--- config.mk ---
export PLATFORM = sky130hd
export DESIGN_NAME = digitron_scan_display
export DESIGN_NICKNAME = d
export VERILOG_FILES = /design/src/rtl/digitron_pkg.sv /design/src/rtl/digitron_seg_decode.sv /design/src/rtl/digitron_scan_display.sv
export SDC_FILE = /design/constraint.sdc
export NUM_CORES = 1
export LEC_CHECK = 0
export CAP_MARGIN = 10
export CORE_MARGIN = 3
export CORE_UTILIZATION = 35
export DETAILED_ROUTE_END_ITERATION = 10
export PLACE_DENSITY = 0.64
export SKIP_CTS_REPAIR_TIMING = 1
export SLEW_MARGIN = 20
export SYNTH_ARGS = -nofsm -noshare
export SYNTH_HDL_FRONTEND = slang
export SYNTH_SLANG_ARGS = --single-unit
--- constraint.sdc ---
create_clock -name CLK -period 7.49 [get_ports CLK]
set_clock_uncertainty 0.1 [all_clocks]
set_input_delay 1.498 -clock CLK [delete_from_list [all_inputs] [get_ports CLK]]
set_output_delay 1.498 -clock CLK [all_outputs]
set_load 0.02 [all_outputs]
--- src/rtl/digitron_pkg.sv ---
// -----------------------------------------------------------------------------
// digitron_pkg
// Shared constants for the multiplexed 7-segment display driver.
//   - GLYPH_0 .. GLYPH_F : 7-bit segment patterns {g,f,e,d,c,b,a}, active-high
//   - SEG_OFF            : 8-bit all-segments-off code (before polarity)
//   - hex_to_seg()       : nibble -> 7-bit glyph lookup
// -----------------------------------------------------------------------------
package digitron_pkg;

    localparam logic [6:0] GLYPH_0 = 7'h3F;
    localparam logic [6:0] GLYPH_1 = 7'h06;
    localparam logic [6:0] GLYPH_2 = 7'h5B;
    localparam logic [6:0] GLYPH_3 = 7'h4F;
    localparam logic [6:0] GLYPH_4 = 7'h66;
    localparam logic [6:0] GLYPH_5 = 7'h6D;
    localparam logic [6:0] GLYPH_6 = 7'h7D;
    localparam logic [6:0] GLYPH_7 = 7'h07;
    localparam logic [6:0] GLYPH_8 = 7'h7F;
    localparam logic [6:0] GLYPH_9 = 7'h6F;
    localparam logic [6:0] GLYPH_A = 7'h77;
    localparam logic [6:0] GLYPH_B = 7'h7C;
    localparam logic [6:0] GLYPH_C = 7'h39;
    localparam logic [6:0] GLYPH_D = 7'h5E;
    localparam logic [6:0] GLYPH_E = 7'h79;
    localparam logic [6:0] GLYPH_F = 7'h71;

    localparam logic [7:0] SEG_OFF = 8'h00;

    function automatic logic [6:0] hex_to_seg(input logic [3:0] nibble);
        logic [6:0] seg;
        case (nibble)
            4'h0:    seg = GLYPH_0;
            4'h1:    seg = GLYPH_1;
            4'h2:    seg = GLYPH_2;
            4'h3:    seg = GLYPH_3;
            4'h4:    seg = GLYPH_4;
            4'h5:    seg = GLYPH_5;
            4'h6:    seg = GLYPH_6;
            4'h7:    seg = GLYPH_7;
            4'h8:    seg = GLYPH_8;
            4'h9:    seg = GLYPH_9;
            4'hA:    seg = GLYPH_A;
            4'hB:    seg = GLYPH_B;
            4'hC:    seg = GLYPH_C;
            4'hD:    seg = GLYPH_D;
            4'hE:    seg = GLYPH_E;
            default: seg = GLYPH_F;
        endcase
        return seg;
    endfunction

endpackage

--- src/rtl/digitron_seg_decode.sv ---
// -----------------------------------------------------------------------------
// digitron_seg_decode
// Combinational nibble + decimal point + blank -> 8-bit segment code
// {dp,g,f,e,d,c,b,a}, active-high. Blank forces every segment off, dp included.
// Ports:
//   nibble_i  [3:0]  hex digit value
//   dp_i             decimal point request
//   blank_i          1 = digit dark
//   seg_o     [7:0]  segment code (polarity applied by the caller)
// -----------------------------------------------------------------------------
module digitron_seg_decode
    import digitron_pkg::*;
(
    input  logic [3:0] nibble_i,
    input  logic       dp_i,
    input  logic       blank_i,
    output logic [7:0] seg_o
);

    always_comb begin
        if (blank_i) begin
            seg_o = SEG_OFF;
        end else begin
            seg_o = {dp_i, hex_to_seg(nibble_i)};
        end
    end

endmodule

--- src/rtl/digitron_scan_display.sv ---
// -----------------------------------------------------------------------------
// digitron_scan_display
// Time-multiplexed N-digit 7-segment driver with per-digit dp, enable mask,
// leading-zero blanking and an anti-ghosting gap at the start of each slot.
// The input frame is copied into shadow registers when the slot index wraps
// to 0, so a frame is never torn by mid-frame input changes.
//
// Optional feature macro: DIGITRON_BLINK_EN
//   defined   -> frame counter + blink phase; digits in blink_mask go dark
//                while the phase is 1 (phase toggles every BLINK_FRAMES frames)
//   undefined -> no blink logic; blink_mask is latched but has no effect
//
// Ports:
//   CLK, RST_n      clock, asynchronous active-low reset
//   data            hex nibbles, digit i = data[4i+3:4i], digit 0 rightmost
//   dp              decimal point per digit
//   digit_en        1 = digit shown, 0 = slot scanned with segments dark
//   lz_en           leading-zero suppression enable
//   blink_mask      digits to blink (macro only)
//   Digitron_Out    registered segments {dp,g,f,e,d,c,b,a}
//   DigitronCS_Out  registered one-hot common select
//   frame_start     one-cycle pulse when the slot index wraps to 0
// -----------------------------------------------------------------------------
module digitron_scan_display
    import digitron_pkg::*;
#(
    parameter int NUM_DIGITS     = 4,
    parameter int TICK_DIV       = 50000,
    parameter int BLANK_CYCLES   = 500,
    parameter int CS_ACTIVE_LOW  = 1,
    parameter int SEG_ACTIVE_LOW = 0,
    parameter int BLINK_FRAMES   = 250
) (
    input  logic                    CLK,
    input  logic                    RST_n,
    input  logic [4*NUM_DIGITS-1:0] data,
    input  logic [NUM_DIGITS-1:0]   dp,
    input  logic [NUM_DIGITS-1:0]   digit_en,
    input  logic                    lz_en,
    input  logic [NUM_DIGITS-1:0]   blink_mask,
    output logic [7:0]              Digitron_Out,
    output logic [NUM_DIGITS-1:0]   DigitronCS_Out,
    output logic                    frame_start
);

    localparam int TW = $clog2(TICK_DIV);
    localparam int IW = $clog2(NUM_DIGITS);

    localparam logic [TW-1:0] TICK_LAST = TW'(TICK_DIV - 1);
    localparam logic [TW-1:0] BLANK_LIM = TW'(BLANK_CYCLES);
    localparam logic [IW-1:0] IDX_LAST  = IW'(NUM_DIGITS - 1);

    localparam logic [7:0]            SEG_RST = (SEG_ACTIVE_LOW != 0) ? ~SEG_OFF : SEG_OFF;
    localparam logic [NUM_DIGITS-1:0] CS_RST  = (CS_ACTIVE_LOW != 0) ? '1 : '0;

    // Slot counters
    logic [TW-1:0] tick_q, tick_d;
    logic [IW-1:0] idx_q, idx_d;
    logic          slot_end;
    logic          frame_wrap;

    // Shadow copy of the input frame
    logic [4*NUM_DIGITS-1:0] data_q;
    logic [NUM_DIGITS-1:0]   dp_q;
    logic [NUM_DIGITS-1:0]   en_q;
    logic                    lz_q;
    logic [NUM_DIGITS-1:0]   blink_q;

    // Output registers
    logic [7:0]            seg_q, seg_d;
    logic [NUM_DIGITS-1:0] cs_q, cs_d;
    logic                  fs_q, fs_d;

    // Current-digit selection
    logic [3:0] cur_nib;
    logic       cur_dp;
    logic       cur_en;
    logic       cur_blink;
    logic       lz_dark;
    logic       zero_above;
    logic       blink_dark;
    logic       dark;
    logic [7:0] seg_raw;
    logic [NUM_DIGITS-1:0] cs_act;

    assign slot_end   = (tick_q == TICK_LAST);
    assign frame_wrap = slot_end && (idx_q == IDX_LAST);

    always_comb begin
        tick_d = slot_end ? '0 : tick_q + TW'(1);
        idx_d  = idx_q;
        if (slot_end) begin
            idx_d = (idx_q == IDX_LAST) ? '0 : idx_q + IW'(1);
        end
    end

    // Walk from the most significant digit down so zero_above holds
    // "every nibble from the top down to this one is zero" at each step.
    always_comb begin
        cur_nib    = 4'h0;
        cur_dp     = 1'b0;
        cur_en     = 1'b0;
        cur_blink  = 1'b0;
        lz_dark    = 1'b0;
        zero_above = 1'b1;
        for (int i = NUM_DIGITS - 1; i >= 0; i--) begin
            zero_above = zero_above & (data_q[4*i +: 4] == 4'h0);
            if (idx_q == IW'(i)) begin
                cur_nib   = data_q[4*i +: 4];
                cur_dp    = dp_q[i];
                cur_en    = en_q[i];
                cur_blink = blink_q[i];
                // Digit 0 always shows, so a zero value reads "0".
                lz_dark   = lz_q && (i > 0) && zero_above;
            end
        end
    end

`ifdef DIGITRON_BLINK_EN
    localparam int FW = (BLINK_FRAMES > 1) ? $clog2(BLINK_FRAMES) : 1;
    localparam logic [FW-1:0] FRAME_LAST = FW'(BLINK_FRAMES - 1);

    logic [FW-1:0] frame_cnt_q, frame_cnt_d;
    logic          phase_q, phase_d;

    always_comb begin
        frame_cnt_d = frame_cnt_q;
        phase_d     = phase_q;
        if (frame_wrap) begin
            if (frame_cnt_q == FRAME_LAST) begin
                frame_cnt_d = '0;
                phase_d     = ~phase_q;
            end else begin
                frame_cnt_d = frame_cnt_q + FW'(1);
            end
        end
    end

    always_ff @(posedge CLK or negedge RST_n) begin
        if (!RST_n) begin
            frame_cnt_q <= '0;
            phase_q     <= 1'b0;
        end else begin
            frame_cnt_q <= frame_cnt_d;
            phase_q     <= phase_d;
        end
    end

    assign blink_dark = phase_q & cur_blink;
`else
    logic unused_blink_sel;
    assign unused_blink_sel = cur_blink;
    assign blink_dark       = 1'b0;
`endif

    assign dark = !cur_en || lz_dark || blink_dark;

    digitron_seg_decode u_seg_decode (
        .nibble_i (cur_nib),
        .dp_i     (cur_dp),
        .blank_i  (dark),
        .seg_o    (seg_raw)
    );

    // Segments are driven for the whole slot; only the common honours the gap.
    always_comb begin
        cs_act = '0;
        if (tick_q >= BLANK_LIM) begin
            cs_act = NUM_DIGITS'(1) << idx_q;
        end
        cs_d  = (CS_ACTIVE_LOW != 0) ? ~cs_act : cs_act;
        seg_d = (SEG_ACTIVE_LOW != 0) ? ~seg_raw : seg_raw;
        fs_d  = frame_wrap;
    end

    always_ff @(posedge CLK or negedge RST_n) begin
        if (!RST_n) begin
            tick_q  <= '0;
            idx_q   <= '0;
            data_q  <= '0;
            dp_q    <= '0;
            en_q    <= '0;
            lz_q    <= 1'b0;
            blink_q <= '0;
            seg_q   <= SEG_RST;
            cs_q    <= CS_RST;
            fs_q    <= 1'b0;
        end else begin
            tick_q <= tick_d;
            idx_q  <= idx_d;
            if (frame_wrap) begin
                data_q  <= data;
                dp_q    <= dp;
                en_q    <= digit_en;
                lz_q    <= lz_en;
                blink_q <= blink_mask;
            end
            seg_q <= seg_d;
            cs_q  <= cs_d;
            fs_q  <= fs_d;
        end
    end

    assign Digitron_Out   = seg_q;
    assign DigitronCS_Out = cs_q;
    assign frame_start    = fs_q;

endmodule

# [Word level (Yosys, flattened, before mapping)]
# Memory sizes are Yosys's and may differ from the RTL's.
# Cells that the tools add are included.
[totals] reg_bits=56 mem_bits_ro=112 input_bits=31 output_inout_bits=13 wordCells=51 mem_count=1
[op_classes] n_addsub=2 order_cmp=1 eq_ne=4 shift=1 mux=20 n_bitwise=3 reduce_logical=10
[memory_table] name="(name not given)" words=16 word_bits=7 rd=1 rd_ports_with_merged_regs=0 write_ports=0 line="digitron_pkg.sv:31" source="case (nibble)"
[ops] op="$mux 4" count=5
[ops] op="$add 16x1->16 const B" count=1
[ops] op="$eq 16x16->1 const B" count=1
[ops] op="$ge 16x9->1 const B" count=1
[ops] op="$mux 16" count=1
[ops] op="$logic_not 4->1" count=3
[ops] op="$mux 1" count=12
[ops] op="$mux 8" count=1
[ops] op="$eq 2x2->1 const B" count=2
[ops] op="$logic_and 1x1->1" count=4
[ops] op="$not 4->4" count=1
[ops] op="$shl 1x2->4 const A" count=1
[ops] op="$add 2x1->2 const B" count=1
[ops] op="$and 1x1->1" count=2
[ops] op="$eq 2x1->1 const B" count=1
[ops] op="$logic_not 2->1" count=1
[ops] op="$mux 2" count=1
[ops] op="$logic_not 1->1" count=1
[ops] op="$logic_or 1x1->1" count=1

# [Depth between registers and ports, before layout]
[depth] depth_word=8 ltp_mapped=11 depth_no_buf=10

# [Modules after synthesis]
# From an unflattened synthesis, not the netlist that was laid out.
[unflattened] cells_unflattened=237 hier_area_um2=2808.9
[by_module_without_submodules] module="digitron_scan_display" n_inst=1 cells_per_inst=202 area_per_inst_um2=2534.9
[by_module_without_submodules] module="digitron_seg_decode" n_inst=1 cells_per_inst=35 area_per_inst_um2=274.0

# [Least setup slack after synthesis]
# OpenSTA, ideal clock, no wires.
[synth_path] path_kind="register to register" start="register idx_q[0]" end="register seg_q[6] (netlist: Digitron_Out[6])" setup_time_ns=0.104 t_arrival_ns=2.227 required_time_ns=7.286 setup_slack_ns=5.059 stages_incl_launch_ff=11 n_path_buf=1 synth_period_minus_slack_ns=2.431 cell_sequence="dfrtp_1 > inv_1 > ha_1 > clkbuf_1 > a21oi_1 > o21ai_0 > a22oi_1 > inv_1 > ha_1 > mux2_2 > a221oi_1"
[synth_between] elab_chain_cells=8
[synth_rtl] item="start, declared" line="digitron_scan_display.sv:58" source="logic [IW-1:0] idx_q, idx_d;"
[synth_rtl] item="start signal, assigned" line="digitron_scan_display.sv:190" source="idx_q <= idx_d;"
[synth_rtl] item="branches (longest 7 deep; another with $mem_v2 16x7)"
[synth_rtl] item="$mux 8 *" line="digitron_seg_decode.sv:21" source="if (blank_i) begin"
[synth_rtl] item="via seg_d[6]" line="digitron_scan_display.sv:70" source="logic [7:0] seg_q, seg_d;"
[synth_rtl] item="end signal, assigned" line="digitron_scan_display.sv:198" source="seg_q <= seg_d;"
[synth_rtl] item="end, declared" line="digitron_scan_display.sv:70"
# Mark *: on every way through the listed nets, which the timed path passes.
# A chain may end at the register's enable or synchronous reset.

# [Worst setup path in the final report]
[layout_path] start="register tick_q[13]" end="register lz_q"
[layout_between] elab_chain_cells=2
[layout_rtl] item="start, declared" line="digitron_scan_display.sv:57" source="logic [TW-1:0] tick_q, tick_d;"
[layout_rtl] item="start signal, assigned" line="digitron_scan_display.sv:189" source="tick_q <= tick_d;"
[layout_rtl] item="$eq 16x16->1" line="digitron_scan_display.sv:86" source="assign slot_end = (tick_q == TICK_LAST);"
[layout_rtl] item="$logic_and 1x1->1" line="digitron_scan_display.sv:87" source="assign frame_wrap = slot_end && (idx_q == IDX_LAST);"
[layout_rtl] item="end signal, assigned" line="digitron_scan_display.sv:195" source="lz_q <= lz_en;"
[layout_rtl] item="end, declared" line="digitron_scan_display.sv:66" source="logic lz_q;"
# Every way passes these cells.

==> results.txt <==
- Switching Power: 0.000119 W
- The final-report hold violation count was 0.
- RePlAce Congestion: 0.924
* GRT Residual Overflow: 0
- Sink Count: 56
* Worst R2R Start: tick_q[13]
- The first global-routing pass estimated 9430 um of wire.
* Slew at the pin with the worst max-slew slack: 0.808 ns
- The clock tree synthesis step divided the H-tree into 2 levels.
* Type of origin of the critical path: flip-flop
- Detailed Routing Iterations Pass 1: 4
- The run finished with clean final reports.
* Residual DRC count: 0
- Timing analysis after detailed placement gives a worst setup slack of 4.35 ns.
- Kind of path behind the tightest hold check: reg2reg
* Final core utilization: 43.4%
* Die footprint: 9210 um2
- Synth cell types: 44
* Clock tree root buffer cell: sky130_fd_sc_hd__clkbuf_8
- For this block, the routed nets add up to 5480 um of wire.
- The via count of the first global-routing pass came to 2037.
- Summing all non-filler instances in the final layout gives an area of 3390 um2.
- Buffers added on ports: 39
- Global routing used 13.0% of the available tracks.
- Traced cell by cell, the critical path runs through or4_4, nor4_4, nand2_2, mux2_4.
- Worst rel slew slack: 45.7%
- Area post-placement: 3300 um2
- Along the worst hold path, the cell count comes to 1.
- Yosys instantiated no cell more often than sky130_fd_sc_hd__dfrtp_1.
- For this configuration, the core starts out at a cell density of 36.3%.
- For this run, the number of Yosys warnings is 0.
- Per report_power, the sequential group accounts for 58.9% of the total.
- Counting along the longest clock path gives a buffer depth of 2.
- Relative contribution of combinational cells to total power: 10.3%
- Max capacitance violation total: 0
* Synth Flop Type: sky130_fd_sc_hd__dfrtp_1
* Synthesized netlist cell count: 251
- In this design, the stage delay of the slowest critical-path cell is 0.76 ns.
* Power Density: 159 nW/um2
- Reg area: 1410 um2
* Type of destination of the critical path: flip-flop
- Leading post-synthesis cells by instance count: sky130_fd_sc_hd__dfrtp_1, sky130_fd_sc_hd__nand2_1, sky130_fd_sc_hd__mux2_4
- In this run, the clock network consumes 30.8% of the power.
- Syn_nets: 294
- Relative to the synthesized area, the layout overhead comes to 19.6%.
- The first routing iteration left 57 violations.
- Setup violations, final: 0
- The internal portion of the total power is 0.000419 W.
* Setup_tns: 0 ns
- In the final design database the tool counted 331 nets.
* Core Rows: 32
- Count of antenna-violating nets left after detailed routing: 0
- Summing all multi-input logic gate instances after layout gives 1340 um2.
- The repair_antennas step left the layout with diodes totalling 0.
- Share of synthesized area occupied by flip-flops and latches: 49.6%
* Area fraction of the dominant cell type after synthesis: 45.9%
* X dimension of the die: 96.0 um
- Net switching is 22.2% of the power.
* Number of inserted filler cells in the final layout: 727
* Worst R2R Path Depth: 4
- Via/cell ratio: 5.05
* Crit path arrival time: 3.17 ns
- Total via count after detailed routing: 1974
* Fraction of final layout cells sized beyond drive strength 1: 14.5%
* Seq cells post-synth: 56
* Worst-skew pair later-pin latency: 0.30 ns
* Capturing instance or port of the critical path: lz_q
* Cells taking the most area after synthesis: sky130_fd_sc_hd__dfrtp_1, sky130_fd_sc_hd__mux2_4, sky130_fd_sc_hd__ha_1, sky130_fd_sc_hd__dfstp_2, sky130_fd_sc_hd__nand2_1
- The endpoint identified for the worst register-to-register timing path is lz_q.
* Worst endpoint required time: 7.57 ns
* Peak supply drop: 0.0000613 V
* Largest net degree at the start of global routing: 57
- Final setup slack of the worst path: 4.41 ns
* Minimum period implied by the final worst setup slack: 3.08 ns
* Register-to-register path setup slack: 4.41 ns
* Kind of critical path: reg2reg
- Of the available clock period, the critical path in the final layout requires 41.1%.
- Worst hold margin: 0.403 ns
* RSZ-0062 raised after global routing: no
* TritonCTS buffer count: 5
- Max-slew violations: 0
- Slowest CP cell: sky130_fd_sc_hd__nor4_4
* Ports: 44
- Mean instance size in the synthesized netlist: 11.3 um2
- Maximum clock frequency: 325 MHz
- Average detailed-routed wire length per instance: 14.0 um
- Launch point of the worst path: tick_q[13]
- Largest area contributor in the netlist: sky130_fd_sc_hd__dfrtp_1
* CTS tree: built
* Area of the core: 7810 um2
* Async S/R FF share, synth: 100%
- Number of enable-type register cells in the synthesized netlist: 0
- Antenna violations before repair: 0
* Die Y-Extent: 96.0 um
- Summing every instance area after synthesis gives 2830 um2.
- Static leakage power: 1.51 nW
- Of all nets on the critical path, the largest fanout is 23.
* Final HPWL DP: 3910 um
- After clock tree synthesis, the clock-pin slew on the worst setup and hold paths is 0.09 ns.
## cell families (layout without fill, tap and decap cells)
family,Yosys count,after routing,share of synthesized area [%]
AOI/OAI and AO/OA,38,38,8.96
xor gates and xnor gates,13,13,4.02
buffers and inverters,19,57,3.13
adders and majority gates,12,12,5.30
and+or+nand+nor,87,87,16.0
DFF,56,56,49.6
muxes,26,26,12.9
## power groups by stage
stage / Clock [W] / Combinational (W) / Sequential, W
floorplan: 0 / 0.0000219 / 0.000326
global placement: 0 / 0.0000555 / 0.000323
detailed placement: 0 / 0.0000562 / 0.000323
CTS: 0.000173 / 0.0000565 / 0.000317
global route: 0.000185 / 0.0000615 / 0.000318
finish: 0.000166 / 0.0000556 / 0.000317
## how the worst min path moves through the flow
| stage | start | end |
|---|---|---|
| 6_report | tick_q[13] | tick_q[13] |
| 5_1_grt | tick_q[13] | tick_q[13] |
| 4_1_cts | tick_q[13] | tick_q[13] |
| 3_5_place_dp | tick_q[13] | tick_q[13] |
| 3_3_place_gp | tick_q[0] | tick_q[0] |
| 2_1_floorplan | tick_q[13] | tick_q[13] |
## state kept, by name, indices dropped and copies added, names as in the netlist
name	flops
tick_q	16
data_q	16
Digitron_Out	8
frame_start	1
dp_q	4
lz_q	1
DigitronCS_Out	4
en_q	4
idx_q	2
## layout by cell type (no fill, tap or decap), drive strengths merged, types with 3 or more instances in the layout
| cell | netlist | final |
|---|---|---|
| a211oi | 5 | 5 |
| a21oi | 7 | 7 |
| and2 | 3 | 3 |
| clkbuf | 6 | 8 |
| clkdlybuf4s50 | 0 | 38 |
| dfrtp | 52 | 52 |
| dfstp | 4 | 4 |
| ha | 12 | 12 |
| inv | 9 | 9 |
| mux2 | 25 | 25 |
| nand2 | 22 | 22 |
| nand3 | 13 | 13 |
| nand3b | 4 | 4 |
| nand4 | 4 | 4 |
| nor2 | 19 | 19 |
| nor3 | 6 | 6 |
| nor4 | 4 | 4 |
| o21ai | 9 | 9 |
| xnor2 | 7 | 7 |
| xor2 | 6 | 6 |
## routing by layer
layer / vias up / GRT usage, % / wire, um
li1: 959 / - / -
met2: 43 / 22.5 / 2760
met1: 963 / 15.7 / 2440
met4: 0 / 4.98 / 86
met5: - / 0 / 0
met3: 9 / 2.81 / 198
## area by class of cell
| type | instances | share of cell area [%] |
|---|---|---|
| clock buffer | 8 | 2.66 |
| inverter | 9 | 0.997 |
| multi-input combinational | 176 | 39.5 |
| sequential | 56 | 41.5 |
| tap | 102 | 3.77 |
| timing repair buffer | 40 | 11.6 |
## stage by stage
step,total power [W],cells
finish,0.000538,391
global route,0.000565,391
CTS,0.000547,391
detailed placement,0.000379,383
global placement,0.000379,383
floorplan,0.000348,251
## critical path, delay by kind of cell (launching register included)
family / cells / cell delay (ns)
flops: 1 / 0.41
simple gates: 3 / 1.98
mux: 1 / 0.47
Power figures use the tool's default switching activity.
==> patch 1, RTL diff (same flow settings) <==
Change the parameter `BLANK_CYCLES` from 500 to 256.
--- a/src/rtl/digitron_scan_display.sv
+++ b/src/rtl/digitron_scan_display.sv
@@ -28,3 +28,3 @@
     parameter int TICK_DIV       = 50000,
-    parameter int BLANK_CYCLES   = 500,
+    parameter int BLANK_CYCLES   = 256,
     parameter int CS_ACTIVE_LOW  = 1,
Check against the original RTL: no difference found for any inputs over 10 cycles, from zero or initial values and one cycle with RST_n low; that may be too few to reach the edited logic, so the function may still have changed.
==> patch 1 against the unedited design <==
  * Design area is essentially flat
  * Largest power group unchanged
  * First-iteration DRC count up 53%
  * Critical path depth stayed put
  * Count of clock-buffer cells in the layout down 2
  * Sequential cell count did not move
  * Synthesized area decreased by 0.79%
  * Sequential share of layout area about the same
  * Critical path type unchanged
  * Power is 6.2% higher
  * Worst setup slack worse by 0.017 ns
  * Wire length grew 1.1%
==> patch 1: results (changes against the unedited design) <==
| Metric | Value |
|---|---|
| Status | `finished clean (unchanged)` |
| Fraction of registers with async set/reset | `100% (unchanged)` |
| Highest metal used | `met4 (unchanged)` |
| Met1 usage | `17.4% (was 15.7%)` |
| Syn Nets | `291 (was 294)` |
| Vias in the first global route | `2036 (was 2037)` |
| Sequential area share after synthesis | `50.0% (was 49.6%)` |
| Commonest cells in the synthesized netlist | `dfrtp_1, nand2_1, mux2_4 (unchanged)` |
| Detail Placement HPWL | `3850 um (was 3910 um)` |
| Final worst path period need | `3.10 ns (was 3.08 ns)` |
| FF-to-FF End | `data_q[14]$_DFFE_PN0P_ (was lz_q$_DFFE_PN0P_)` |
| Hold path endpoint | `tick_q[10]$_DFF_PN0_ (was tick_q[13]$_DFF_PN0_)` |
| Beginning of the worst hold path | `tick_q[10]$_DFF_PN0_ (was tick_q[13]$_DFF_PN0_)` |
| Num CTS Buffers | `5 (unchanged)` |
| R2R setup slack | `4.39 ns (was 4.41 ns)` |
| Ranking of synthesized cells by area | `dfrtp_1, mux2_4, ha_1, dfstp_2, nand3_1 (was dfrtp_1, mux2_4, ha_1, dfstp_2, nand2_1)` |
| Post-route non-filler standard cell count | `389 (was 391)` |
| Global router's overall resource usage | `13.4% (was 13.0%)` |
| Via count | `1944 (was 1974)` |
| Sw Share | `22.6% (was 22.2%)` |
| Leakage Power | `0.00150 uW (was 0.00151 uW)` |
| DRT met1 WL | `2590 um (was 2440 um)` |
| Filler instances | `738 (was 727)` |
| Met2 wire len | `2620 um (was 2760 um)` |
| Mapped Avg Cell Area | `11.3 um2 (about the same)` |
| Int Power | `443 uW (was 419 uW)` |
| Placed Area | `3280 um2 (was 3300 um2)` |
| Hold Crit Class | `flip-flop to flip-flop (unchanged)` |
| Critical Path AT | `3.20 ns (was 3.17 ns)` |
| Distinct cell type count after synthesis | `43 (was 44)` |
| WL met3 | `236 um (was 198 um)` |
| Hold Slack | `0.414 ns (was 0.403 ns)` |
| Logic power comb | `56.2 uW (was 55.6 uW)` |
| Net count of the finished layout | `329 (was 331)` |
| Routed wire per std cell | `14.2 um (was 14.0 um)` |
| Share of cells above drive strength 1 | `15.0% (was 14.5%)` |
| Pre-antenna DRT Iters | `4 (unchanged)` |
| RR Startpoint | `tick_q[12]$_DFF_PN0_ (was tick_q[13]$_DFF_PN0_)` |
| Slew @ Worst Pin | `0.784 ns (was 0.808 ns)` |
| First-pass GRT wire length | `9470 um (was 9430 um)` |
| Peak VDD IR | `0.0682 mV (was 0.0613 mV)` |
| DRT iter0 DRCs | `87 (was 57)` |
| Met2 GRT Util | `22.1% (was 22.5%)` |
| Met3 usage | `2.92% (was 2.81%)` |
-- patch 1: area by class of cell --
class | count | area (um2) | share of cell area (%)
sequential | 56 | 1410 | 41.5
multi-input combinational | 174 | 1320 | 39.0
timing repair buffer | 40 | 393 | 11.6
tap | 102 | 128 | 3.77
clock buffer | 6 | 72.6 | 2.14
clock inverter | 2 | 35.0 | 1.03
inverter | 9 | 33.8 | 0.997
-- patch 1: kinds of logic after synthesis --
| family | count (synthesis) | share of synthesized area (%) |
|---|---|---|
| multiplexers | 26 | 13.0 |
| adder cells (fa/ha/maj) | 12 | 5.34 |
| buffers and inverters | 18 | 3.03 |
| flip-flops | 56 | 50.0 |
| AO/OA/AOI/OAI | 35 | 8.32 |
| XOR/XNOR | 14 | 4.36 |
| AND/OR/NAND/NOR | 87 | 15.9 |
-- patch 1: worst max-delay path: stages (launching register included) --
cell and delay (ns):
dfrtp_1 0.44, or4_4 0.58, nor4_4 0.74, nand2_2 0.63
mux2_4 0.48
==> patch 2, RTL diff (same settings) <==
Made on the original files. Register the output `DigitronCS_Out` once more, without a reset; this adds one clock of latency there. The other outputs are not delayed to match. Comments in the files are not updated.
--- a/src/rtl/digitron_scan_display.sv
+++ b/src/rtl/digitron_scan_display.sv
@@ -204,3 +204,5 @@
     assign Digitron_Out   = seg_q;
-    assign DigitronCS_Out = cs_q;
+    always_ff @(posedge CLK) begin
+        DigitronCS_Out <= cs_q;
+    end
     assign frame_start    = fs_q;
Function: no difference found for any inputs over 10 cycles, from zero or initial values and one cycle with RST_n low; that may be too few to reach the edited logic, so the function may still have changed.
==> patch 2 against the unedited design <==
  * Power rose by 28%
  * Global-route usage decreased by 0.31 points
  * Combinational power is 0.9% higher
  * Synthesized area up 2.8%
  * Sequential share of layout area barely moved
  * Design area is 5.7% higher
  * Final cell count rose by 2.8%
  * Via count up 1.8%
  * Clock power increased by 78%
  * Wire length up 4.6%
  * Sequential cell count rose by 4
  * Worst setup slack lost 0.058 ns
==> patch 2: results (changes against the unedited design) <==
| Metric | Value |
|---|---|
| Filler instances | `741 (was 727)` |
| Hold path endpoint | `DigitronCS_Out[0]$_DFF_P_ (was tick_q[13]$_DFF_PN0_)` |
| First-pass GRT wire length | `9440 um (was 9430 um)` |
| Vias in the first global route | `1889 (was 2037)` |
| Beginning of the worst hold path | `cs_q[0]$_DFF_PN1_ (was tick_q[13]$_DFF_PN0_)` |
| Root Driver | `clkbuf_8 (unchanged)` |
| Slowest cell on crit path | `nor4_4 (unchanged)` |
| Initial antenna violation count | `0 (unchanged)` |
| Int Power | `545 uW (was 419 uW)` |
| DRT iter0 DRCs | `101 (was 57)` |
| Htree depth | `3 (was 2)` |
| Global router's overall resource usage | `12.7% (was 13.0%)` |
| Leakage Power | `0.00160 uW (was 0.00151 uW)` |
| DRT met1 WL | `2930 um (was 2440 um)` |
| R2r worst-path depth | `4 (unchanged)` |
| Num CTS Buffers | `9 (was 5)` |
| Highest metal used | `met4 (unchanged)` |
| Status | `finished clean (unchanged)` |
| Commonest cells in the synthesized netlist | `dfrtp_1, nand2_1, mux2_4 (unchanged)` |
| Via count | `2010 (was 1974)` |
| Routed wire per std cell | `14.3 um (was 14.0 um)` |
| Distinct cell type count after synthesis | `45 (was 44)` |
| GP Congestion | `0.895 (was 0.924)` |
| Clock-pin slew on the worst setup and hold paths | `0.07 ns (was 0.09 ns)` |
| Share of cells above drive strength 1 | `16.3% (was 14.5%)` |
| Worst-Skew Late Latency | `0.33 ns (was 0.30 ns)` |
| Synth Warn # | `0 (unchanged)` |
| Ranking of synthesized cells by area | `dfrtp_1, mux2_4, ha_1, dfstp_2, dfxtp_1 (was dfrtp_1, mux2_4, ha_1, dfstp_2, nand2_1)` |
| Slowest stage delay, CP | `0.79 ns (was 0.76 ns)` |
| Worst setup path end | `data_q[9]$_DFFE_PN0P_ (was lz_q$_DFFE_PN0P_)` |
| Hold Slack | `0.290 ns (was 0.403 ns)` |
| Syn Nets | `298 (was 294)` |
| Antenna cells | `0 (unchanged)` |
| Sequential area share after synthesis | `51.0% (was 49.6%)` |
| CP startpoint | `tick_q[13]$_DFF_PN0_ (unchanged)` |
| Detail Placement HPWL | `4000 um (was 3910 um)` |
| Fraction of registers with async set/reset | `93.3% (was 100%)` |
| Peak VDD IR | `0.0818 mV (was 0.0613 mV)` |
| R2R setup slack | `4.35 ns (was 4.41 ns)` |
| Hold Crit Class | `flip-flop to flip-flop (unchanged)` |
| CTS Buffer Depth | `2 (unchanged)` |
| Worst Hold Depth | `0 (was 1)` |
| WL met3 | `275 um (was 198 um)` |
| Met2 wire len | `2420 um (was 2760 um)` |
| Relative slew slack | `43.6% (was 45.7%)` |
| Net count of the finished layout | `339 (was 331)` |
[patch 2: cell types whose count changed in the layout (fill, tap and decap cells not counted), sizes merged]
cell,delta
bufinv,+1
dfxtp,+4
clkbuf,+6
[patch 2: power groups by stage]
stage / Combinational (uW) / Sequential (uW) / Clock, uW
after floorplan: 21.9 / 348 / 0
after global placement: 56.1 / 345 / 0
after detailed placement: 56.4 / 345 / 0
after CTS: 56.8 / 339 / 304
after global routing: 61.1 / 340 / 319
final: 56.1 / 339 / 296
[patch 2: area by class of cell]
class	count	area (um2)	share of cell area, %
Multi-Input combinational cell	176	1340	37.4
Timing Repair Buffer	40	393	11.0
Clock buffer	14	173	4.82
Clock inverter	1	30.0	0.838
Tap cell	102	128	3.56
Sequential cell	60	1490	41.5
Inverter	9	33.8	0.943
[patch 2: per-layer routing]
layer  track usage [%]  vias up
met3              4.45        7
met1              18.0      963
met2              17.0       57
met5                 0        -
li1                  -      983
met4              6.07        0
[patch 2: worst reg2reg max path: stages (launching register included)]
cell and delay [ns]:
dfrtp_1 0.41, or4_4 0.59, nor4_4 0.79, nand2_2 0.66, mux2_4 0.49
[patch 2: metrics by stage]
stage	total power (uW)	std cells	util (%)	instance area (um2)	setup slack, ns
detailed placement	402	387	42.8	3380	4.33
global placement	401	387	42.8	3380	4.36
CTS	700	402	45.4	3580	4.33
global route	721	402	45.4	3580	4.20
finish	692	402	45.4	3580	4.35
floorplan	370	255	-	2910	5.06
[patch 2: cells by family after synthesis]
family	Yosys count	share of synthesized area, %
mux	26	12.6
simple gates	87	15.6
buf+inv	19	3.05
flops	60	51.0
compound gates	38	8.72
xor+xnor	13	3.91
fa+ha+maj	12	5.15
